File: config.mk
export PLATFORM = sky130hd
export DESIGN_NAME = croc_obi_cache_adapter
export DESIGN_NICKNAME = d
export VERILOG_FILES = /design/src/rtl/croc_obi_cache_adapter.sv
export SDC_FILE = /design/constraint.sdc
export NUM_CORES = 1
export LEC_CHECK = 0
export ABC_AREA = 1
export CAP_MARGIN = 10
export CORE_MARGIN = 3
export CORE_UTILIZATION = 45
export CTS_CLUSTER_DIAMETER = 30
export DETAILED_ROUTE_END_ITERATION = 7
export GPL_ROUTABILITY_DRIVEN = 0
export GPL_TIMING_DRIVEN = 1
export HOLD_SLACK_MARGIN = 0.06
export PLACE_DENSITY = 0.81
export SYNTH_ARGS = -nofsm -noshare
export SYNTH_HDL_FRONTEND = slang
export SYNTH_SLANG_ARGS = --single-unit
export TNS_END_PERCENT = 50
File: constraint.sdc
create_clock -name clk_i -period 2 [get_ports clk_i]
set_input_delay 0.4 -clock clk_i [delete_from_list [all_inputs] [get_ports clk_i]]
set_output_delay 0.4 -clock clk_i [all_outputs]
set_load 0.01 [all_outputs]
File: src/rtl/croc_obi_cache_adapter.sv
// -----------------------------------------------------------------------------
// croc_obi_cache_adapter
//
// OBI subordinate front-end for the key/value cache core. Software writes a
// KEY and a multi-word VALUE into a small register file, then writes CMD to
// launch a GET/PUT/DEL on the cache core handshake. STATUS reports busy, hit,
// timeout and bad_cmd. A watchdog aborts a command that never completes.
//
// Register map (word index = addr_i[$clog2(NV+3)+1:2]):
//   0          KEY
//   1..NV      VALUE words, least significant word first
//   NV+1       CMD (write-only, reads 0)
//   NV+2       STATUS (read-only): [0] busy [1] hit [2] timeout [3] bad_cmd
//   above      error response
//
// Ports:
//   clk_i, rst_ni                  clock, asynchronous active-low reset
//   req_i/gnt_o/addr_i/we_i/be_i/wdata_i   OBI request channel
//   rvalid_o/rdata_o/err_o         OBI response channel (one cycle after grant)
//   cache_req_o/cache_ready_i      command handshake towards the cache core
//   cache_op_o/cache_key_o/cache_wdata_o   command payload (1 GET, 2 PUT, 3 DEL)
//   cache_done_i/cache_hit_i/cache_rdata_i completion pulse with result
// -----------------------------------------------------------------------------
module croc_obi_cache_adapter #(
  parameter int unsigned DATA_WIDTH     = 32,
  parameter int unsigned KEY_WIDTH      = 32,
  parameter int unsigned VALUE_WIDTH    = 64,
  parameter int unsigned TIMEOUT_CYCLES = 255
) (
  input  logic                    clk_i,
  input  logic                    rst_ni,
  input  logic                    req_i,
  output logic                    gnt_o,
  input  logic [31:0]             addr_i,
  input  logic                    we_i,
  input  logic [DATA_WIDTH/8-1:0] be_i,
  input  logic [DATA_WIDTH-1:0]   wdata_i,
  output logic                    rvalid_o,
  output logic [DATA_WIDTH-1:0]   rdata_o,
  output logic                    err_o,
  output logic                    cache_req_o,
  input  logic                    cache_ready_i,
  output logic [1:0]              cache_op_o,
  output logic [KEY_WIDTH-1:0]    cache_key_o,
  output logic [VALUE_WIDTH-1:0]  cache_wdata_o,
  input  logic                    cache_done_i,
  input  logic                    cache_hit_i,
  input  logic [VALUE_WIDTH-1:0]  cache_rdata_i
);

  localparam int unsigned NV    = VALUE_WIDTH / DATA_WIDTH;
  localparam int unsigned NB    = DATA_WIDTH / 8;
  localparam int unsigned IDX_W = $clog2(NV + 3);
  // Counter only needs to reach TIMEOUT_CYCLES-1; the final step is the abort.
  localparam int unsigned CNT_W = (TIMEOUT_CYCLES > 1) ? $clog2(TIMEOUT_CYCLES) : 1;

  localparam logic [IDX_W-1:0] IDX_KEY    = '0;
  localparam logic [IDX_W-1:0] IDX_CMD    = IDX_W'(NV + 1);
  localparam logic [IDX_W-1:0] IDX_STATUS = IDX_W'(NV + 2);
  localparam logic [1:0]       OP_GET     = 2'd1;

  typedef enum logic [1:0] {
    ST_IDLE  = 2'd0,
    ST_ISSUE = 2'd1,
    ST_WAIT  = 2'd2
  } state_e;

  state_e                 state_reg;
  logic [KEY_WIDTH-1:0]   key_reg;
  logic [DATA_WIDTH-1:0]  value_reg [NV];
  logic                   hit_reg;
  logic                   timeout_reg;
  logic                   bad_cmd_reg;
  logic [1:0]             op_reg;
  logic                   cache_req_reg;
  logic [CNT_W-1:0]       cnt_reg;
  logic                   rvalid_reg;
  logic                   err_reg;
  logic [DATA_WIDTH-1:0]  rdata_reg;

  logic [IDX_W-1:0]       idx;
  logic                   busy;
  logic                   accept;
  logic                   wr_ok;
  logic [DATA_WIDTH-1:0]  be_mask;
  logic [DATA_WIDTH-1:0]  key_wide;
  logic [DATA_WIDTH-1:0]  key_merged;
  logic [DATA_WIDTH-1:0]  status_word;
  logic                   err_next;
  logic [DATA_WIDTH-1:0]  rdata_next;
  logic                   unused_addr;

  assign idx         = addr_i[IDX_W+1:2];
  assign unused_addr = ^{addr_i[31:IDX_W+2], addr_i[1:0]};

  // Byte-enable expansion into a bit mask.
  generate
    for (genvar gi = 0; gi < NB; gi++) begin : g_be_mask
      assign be_mask[gi*8 +: 8] = {8{be_i[gi]}};
    end
    for (genvar gi = 0; gi < NV; gi++) begin : g_wdata
      assign cache_wdata_o[gi*DATA_WIDTH +: DATA_WIDTH] = value_reg[gi];
    end
  endgenerate

  assign busy   = (state_reg != ST_IDLE);
  // A pending response blocks the next grant: single outstanding transaction.
  assign gnt_o  = req_i & ~rvalid_reg;
  assign accept = req_i & gnt_o;

  always_comb begin
    key_wide                  = '0;
    key_wide[KEY_WIDTH-1:0]   = key_reg;
    key_merged                = (key_wide & ~be_mask) | (wdata_i & be_mask);
    status_word               = '0;
    status_word[3:0]          = {bad_cmd_reg, timeout_reg, hit_reg, busy};
  end

  // Response decode from the current (pre-update) register contents.
  always_comb begin
    err_next   = 1'b0;
    rdata_next = '0;
    if (idx > IDX_STATUS) begin
      err_next = 1'b1;
    end else if (we_i) begin
      err_next = (idx == IDX_STATUS) | busy;
    end else begin
      if (idx == IDX_KEY)    rdata_next = key_wide;
      if (idx == IDX_STATUS) rdata_next = status_word;
      for (int k = 0; k < NV; k++) begin
        if (idx == IDX_W'(k + 1)) rdata_next = value_reg[k];
      end
    end
  end

  assign wr_ok = accept & we_i & ~err_next;

  always_ff @(posedge clk_i or negedge rst_ni) begin
    if (!rst_ni) begin
      state_reg     <= ST_IDLE;
      key_reg       <= '0;
      for (int k = 0; k < NV; k++) value_reg[k] <= '0;
      hit_reg       <= 1'b0;
      timeout_reg   <= 1'b0;
      bad_cmd_reg   <= 1'b0;
      op_reg        <= 2'd0;
      cache_req_reg <= 1'b0;
      cnt_reg       <= '0;
      rvalid_reg    <= 1'b0;
      err_reg       <= 1'b0;
      rdata_reg     <= '0;
    end else begin
      rvalid_reg <= accept;
      err_reg    <= accept & err_next;
      rdata_reg  <= (accept & ~we_i & ~err_next) ? rdata_next : '0;

      // Register writes are only possible while idle (wr_ok excludes busy),
      // so they never collide with a GET completion updating VALUE.
      if (wr_ok && idx == IDX_KEY) key_reg <= key_merged[KEY_WIDTH-1:0];
      for (int k = 0; k < NV; k++) begin
        if (wr_ok && idx == IDX_W'(k + 1))
          value_reg[k] <= (value_reg[k] & ~be_mask) | (wdata_i & be_mask);
      end
      if (wr_ok && idx == IDX_CMD && be_i[0]) begin
        if (wdata_i[1:0] == 2'd0) begin
          bad_cmd_reg <= 1'b1;
        end else begin
          op_reg        <= wdata_i[1:0];
          hit_reg       <= 1'b0;
          timeout_reg   <= 1'b0;
          bad_cmd_reg   <= 1'b0;
          cache_req_reg <= 1'b1;
          state_reg     <= ST_ISSUE;
        end
      end

      case (state_reg)
        ST_ISSUE: begin
          if (cache_ready_i) begin
            state_reg     <= ST_WAIT;
            cache_req_reg <= 1'b0;
            cnt_reg       <= '0;
          end
        end
        ST_WAIT: begin
          // Completion has priority over the watchdog in the final cycle.
          if (cache_done_i) begin
            state_reg <= ST_IDLE;
            hit_reg   <= cache_hit_i;
            if (op_reg == OP_GET && cache_hit_i) begin
              for (int k = 0; k < NV; k++)
                value_reg[k] <= cache_rdata_i[k*DATA_WIDTH +: DATA_WIDTH];
            end
          end else if (cnt_reg == CNT_W'(TIMEOUT_CYCLES - 1)) begin
            state_reg   <= ST_IDLE;
            timeout_reg <= 1'b1;
          end else begin
            cnt_reg <= cnt_reg + 1'b1;
          end
        end
        default: ;
      endcase
    end
  end

  assign rvalid_o    = rvalid_reg;
  assign err_o       = err_reg;
  assign rdata_o     = rdata_reg;
  assign cache_req_o = cache_req_reg;
  assign cache_op_o  = op_reg;
  assign cache_key_o = key_reg;

endmodule
## Word-level counts from Yosys, hierarchy flattened

Cells that the tools add are included.

- Logic and storage cells: 96
- Bits of input ports: 139
- Register bits: 146
- Output and inout port bits: 134

- $add $sub $neg: 1
- Eq/ne operators: 11
- Bitwise operators: 20
- Mux-type cells: 38
- $lt $le $gt $ge: 1
- Reduce and logical (&&, ||, !) cells: 12

Operators with widths:

| kind | number |
|---|---|
| 32-bit two-way mux | 9 |
| 64-bit two-way mux | 3 |
| 32-bit bitwise AND | 4 |
| 32-bit bitwise OR | 3 |
| 32-bit NOT | 1 |
| 8-bit two-way mux | 3 |
| 1-bit two-way mux | 16 |
| 8-bit one-hot mux with 2 select lines | 1 |
| 2-bit two-way mux | 5 |
| 8-bit by 1-bit adder with 8-bit output (second input constant) | 1 |
| 8-bit equality test (second input constant) | 1 |
| 1-bit bitwise AND | 7 |
| 3-bit by 2-bit equality test with 1-bit output (second input constant) | 2 |
| 1-bit logical AND | 6 |
| 2-bit != test (second input constant) | 3 |
| 2-bit by 1-bit equality test with 1-bit output (second input constant) | 2 |
| 1-bit NOT | 4 |
| 2-bit one-hot mux with 2 select lines | 1 |
| 4-bit AND reduction | 1 |
| 2-bit nonzero test | 2 |
| 3-bit by 1-bit equality test with 1-bit output (second input constant) | 1 |
| 3-bit equality test (second input constant) | 1 |
| 3-bit greater-than comparator (second input constant) | 1 |
| 3-bit logical NOT | 1 |
| other kinds (4) | 4 |

## Longest topological paths before layout

- Word-level depth: 12
- Depth in mapped cells: 10
- Gate-level depth less buffers: 9

## Worst setup path after synthesis

Ideal clock, no wire load.

- Path kind: reg2reg
- Start: register state_reg[0]
- End: register value_reg (netlist bit cache_wdata_o[1])
- Path slack: 335 ps
- Setup time: 113 ps
- Cell stages (with the launch flop): 11
- Buffers on the path: 2
- Arrival: 1552 ps
- Path through: dfrtp_1 inv_1 ha_1 nand2_1 nor2_1 nand3_1 clkbuf_1 clkbuf_1 nand3_1 nand2_1 inv_1

- Cells in the longest elaborated chain, start to end: 11

Ends and longest elaborated chain:

| item | RTL line | text |
|---|---|---|
| from (decl) | 68 | `state_e state_reg;` |
| from (signal assigned) | 140 | `state_reg <= ST_IDLE;` |
| from (signal assigned) | 173 | `state_reg <= ST_ISSUE;` |
| from (signal assigned) | 180 | `state_reg <= ST_WAIT;` |
| 2-bit nonzero test | 106 | `assign busy = (state_reg != ST_IDLE);` |
| 1-bit bitwise OR | 126 | `err_next = (idx == IDX_STATUS) \| busy;` |
| 1-bit two-way mux | 125 | `end else if (we_i) begin` |
| 1-bit two-way mux | 123 | `if (idx > IDX_STATUS) begin` |
| 1-bit NOT | 136 | `assign wr_ok = accept & we_i & ~err_next;` |
| 1-bit bitwise AND | 136 |  |
| 1-bit logical AND | 161 | `if (wr_ok && idx == IDX_W'(k + 1))` |
| 32-bit two-way mux | 161 |  |
| 64-bit two-way mux | 190 | `if (op_reg == OP_GET && cache_hit_i) begin` |
| 64-bit two-way mux | 187 | `if (cache_done_i) begin` |
| 64-bit two-way mux (*) | 177 | `case (state_reg)` |
| to (signal, indexed assignment) | 162 | `value_reg[k] <= (value_reg[k] & ~be_mask) \| (wdata_i & be_mask);` |
| to (signal, indexed assignment) | 192 | `value_reg[k] <= cache_rdata_i[k*DATA_WIDTH +: DATA_WIDTH];` |
| to (decl) | 70 | `logic [DATA_WIDTH-1:0] value_reg [NV];` |

Every way passes the cells marked *; elsewhere a longest branch is shown, timed or not.
A chain may end at the register's enable or synchronous reset.

==> qor_table.md <==
| Item | Value | Unit |
|:---|:---|:---|
| Outcome | complete, no violations | - |
| Switching part of the total power | 0.3159 | - |
| Capturing element type of the critical path | flip-flop | - |
| Global-route wire length before repair | 40.53 | mm |
| Pins Over Slew Limit | 0 | - |
| Transition time of the tightest slew-check pin | 452.6 | ps |
| First-pass DRT Iterations | 5 | - |
| Part of the total power dissipated in sequential elements | 0.390 | - |
| Area growth from synthesis to final layout | 52.01 | % |
| FMAX | 536.9 | MHz |
| H-Tree Level Count | 4 | - |
| Yosys warning count | 0 | - |
| Number of unique standard cell types used by synthesis | 25 | - |
| Synthesized cell area | 7561 | µm² |
| Via density per instance | 5.245 | - |
| Initial Utilization | 0.4675 | - |
| Total core area | 16170 | µm² |
| DRC | 0 | - |
| Count of cells along the worst register-to-register path | 8 | - |
| Initial drt markers | 602 | - |
| Number of antenna violations at the first check in global routing | 0 | - |
| Cell-by-cell trace of the critical path | inv_1, ha_1, nand2_1, nor3b_4, buf_4, nand2_1, nand2_1, nand2_1 | - |
| Post-CTS Repair Setup Buffers | 0 | - |
| Highest fanout seen on the critical path | 8 | - |
| Portion of the post-synthesis area used by sequential elements | 0.4832 | - |
| Relative contribution of combinational cells to total power | 0.297 | - |
| Std-Cell Rows | 46 | - |
| Detailed placer's ending HPWL | 18.14 | mm |
| Mux share of post-synthesis cell area | 0 | - |
| Buffers & Inverters on Critical Path | 2 | - |
| Slowest CP cell | dfrtp_1 | - |
| Pin count of the biggest net entering global routing | 45 | - |
| Headroom to the max-slew limit | 0.6983 | - |
| Antenna cells | 0 | - |
| Setup TNS | 0 | ps |
| Power dissipated by switching net loads | 0.003346 | W |
| Overall die width | 135.6 | µm |
| CTS Sinks | 146 | - |
| Parity-gate share of the synthesized area counting xor and xnor cells | 0.001158 | - |
| Num CTS Buffers | 17 | - |
| Power share of the clock group | 0.313 | - |
| Wire length per cell after detailed routing | 16.52 | µm |
| Arrival time of data at the critical path endpoint | 2170 | ps |
| Classification of the worst-slack hold path | primary input to asynchronous set/reset pin | - |
| CTS tree | built | - |
| Global-route usage over all layers | 0.2809 | - |
| Remaining number of nets flagged by the antenna check after routing | 0 | - |
| Leakage | 5.570 | nW |
| Synthesized netlist cell count | 1037 | - |
| FILL cells | 1280 | - |
| Critical path's most frequent cell | nand2_1 | - |
| Fin Hold WS | 467.6 | ps |
| CTS max path bufs | 2 | - |
| Post-layout minimum cycle time | 1863 | ps |
| Count of endpoints failing setup in the final report | 0 | - |
| Largest vdd supply drop | 0.0006129 | V |
| Final hold violation count | 0 | - |
| Crit Path Class | flip-flop to flip-flop | - |
| Dpl cell area | 10870 | µm² |
| Wire length after detailed routing | 25.58 | mm |
| Power density over the cells | 921.6 | nW/µm² |
| Final nets | 1464 | - |
| Compound-Gate Fraction of Synth Area | 0.1218 | - |
| Clock transition at path regs | 70 | ps |
| Mean instance size in the synthesized netlist | 7.291 | µm² |
| GRT Residual Overflow | 0 | - |
| Power consumption | 0.01059 | W |
| Syn_nets | 1181 | - |
| Tcrit/Tclk final | 0.9313 | - |
| Clock Root Buffer | clkbuf_16 | - |
| Final Cell Area | 11490 | µm² |
| Stage delay of the slowest cell on the critical path | 410 | ps |
| Simple-Gate Fraction of Synth Area | 0.2888 | - |
| Count of input and output buffers | 243 | - |
| Main combinational cell family by area after synthesis | simple AND/OR/NAND/NOR gates | - |
| Fraction of layout instances using a drive strength above 1 | 0.09827 | - |
| Total vias in the final route | 8124 | - |
| Count of cell instances traversed by the critical path | 8 | - |
| Setup repair after global routing missed its margin | no | - |
| Floorplan die area | 18390 | µm² |
| Clock skew | 7.896 | ps |
| Number of max-cap violations | 0 | - |
| Cell internal pwr | 0.007245 | W |
| Number of top-level design ports | 273 | - |
| Count of state elements after synthesis | 146 | - |
| Crit path max-delay family | simple AND/OR/NAND/NOR gates | - |
| Vias in the first global route | 7823 | - |
| Clk Latency, worst-skew pair | 420 | ps |
| CP startpoint kind | flip-flop | - |
| Adder-cell share of the synthesized area | 0.008274 | - |
| Data required time of the worst path | 2310 | ps |
| Die Span Y | 135.6 | µm |
power groups by stage:
stage	sequential [W]	combinational, W	clock (W)
3_5_place_dp	0.00416	0.00314	0
3_3_place_gp	0.00415	0.00307	0
5_1_grt	0.00421	0.00343	0.00346
4_1_cts	0.00412	0.00317	0.00333
2_1_floorplan	0.00431	0.000963	0
6_report	0.00413	0.00315	0.00332
cells by family after synthesis:
| kind of cell | after synthesis |
|---|---|
| simple gates | 516 |
| xor+xnor | 1 |
| fa+ha+maj | 5 |
| compound gates | 181 |
| buf+inv | 188 |
| flops | 146 |
cells in the final DEF, fill, tap and decap left out, types with 2 or more instances in the layout:
| cell type | instances |
|---|---|
| nand2_1 | 269 |
| clkdlybuf4s50_1 | 241 |
| nand3_1 | 153 |
| dfrtp_1 | 146 |
| inv_1 | 126 |
| a21oi_1 | 118 |
| nor2_1 | 73 |
| buf_4 | 65 |
| o21ai_0 | 55 |
| clkbuf_16 | 17 |
| buf_12 | 16 |
| or2_2 | 7 |
| clkinv_4 | 6 |
| ha_1 | 5 |
| nand4_1 | 4 |
| clkbuf_8 | 3 |
| inv_6 | 3 |
| nor2_4 | 2 |
| nor3_4 | 2 |
| o21bai_1 | 2 |
| a21boi_0 | 2 |
| o21ai_1 | 2 |
| bufinv_16 | 2 |
timing repair:
item | CTS | global route
gates resized for setup | 1 | 1
endpoints found under the hold margin | 39 | 0
endpoints found under the setup margin | 1 | 2
hold buffers | 1 | 0
cell usage after synthesis (all sizes together):
library cell / instances / share of area
a21boi: 2 / 0.0020
a21oi: 118 / 0.078
a22oi: 1 / 0.00099
buf: 20 / 0.013
clkbuf: 41 / 0.020
dfrtp: 146 / 0.48
ha: 5 / 0.0083
inv: 127 / 0.063
nand2: 270 / 0.13
nand3: 155 / 0.10
nand4: 4 / 0.0033
nor2: 76 / 0.038
nor3: 3 / 0.0033
nor3b: 1 / 0.0017
o21a: 1 / 0.00099
o21ai: 57 / 0.038
o21bai: 2 / 0.0020
or2: 7 / 0.0058
xor2: 1 / 0.0012
path summary, 6_finish.rpt:
| check | slack, ps | to | startpoint |
|---|---|---|---|
| setup / recovery | 140 | flip-flop | state_reg[1] |
| hold / removal | 470 | cache_wdata_o[57] | rst_ni |
| setup reg to reg | 140 | flip-flop | state_reg[1] |
| hold reg to reg | 500 | flip-flop | flip-flop |
| max in group asynchronous | 920 | asynchronous set/reset pin | rst_ni |
| min in group clk_i | 500 | flip-flop | flip-flop |
layout make-up:
class | count | area (µm²) | area share
flip-flops and latches | 146 | 3654 | 0.3179
repair buffers | 325 | 3251 | 0.2828
multi-input cells | 703 | 3229 | 0.2810
inverters | 127 | 476.7 | 0.04148
clock buffers | 20 | 466.7 | 0.04061
well taps | 216 | 270.3 | 0.02351
clock inverters | 12 | 146.4 | 0.01274
per-layer routing:
| metal | wire length, µm | GRT usage |
|---|---|---|
| met1 | 10240 | 0.3686 |
| met5 | 0 | 0 |
| met3 | 2648 | 0.07689 |
| met2 | 12210 | 0.4563 |
| met4 | 487 | 0.08511 |
through the flow:
step / instances / setup WS (ps) / util
floorplan: 1037 / 334.8 / -
detailed placement: 1516 / -175.8 / 0.6719
CTS: 1549 / 84.01 / 0.7104
finish: 1549 / 137.4 / 0.7107
global route: 1549 / 12.46 / 0.7107
global placement: 1516 / -149.3 / 0.6719
No activity file was read; power rests on OpenSTA's default activity.
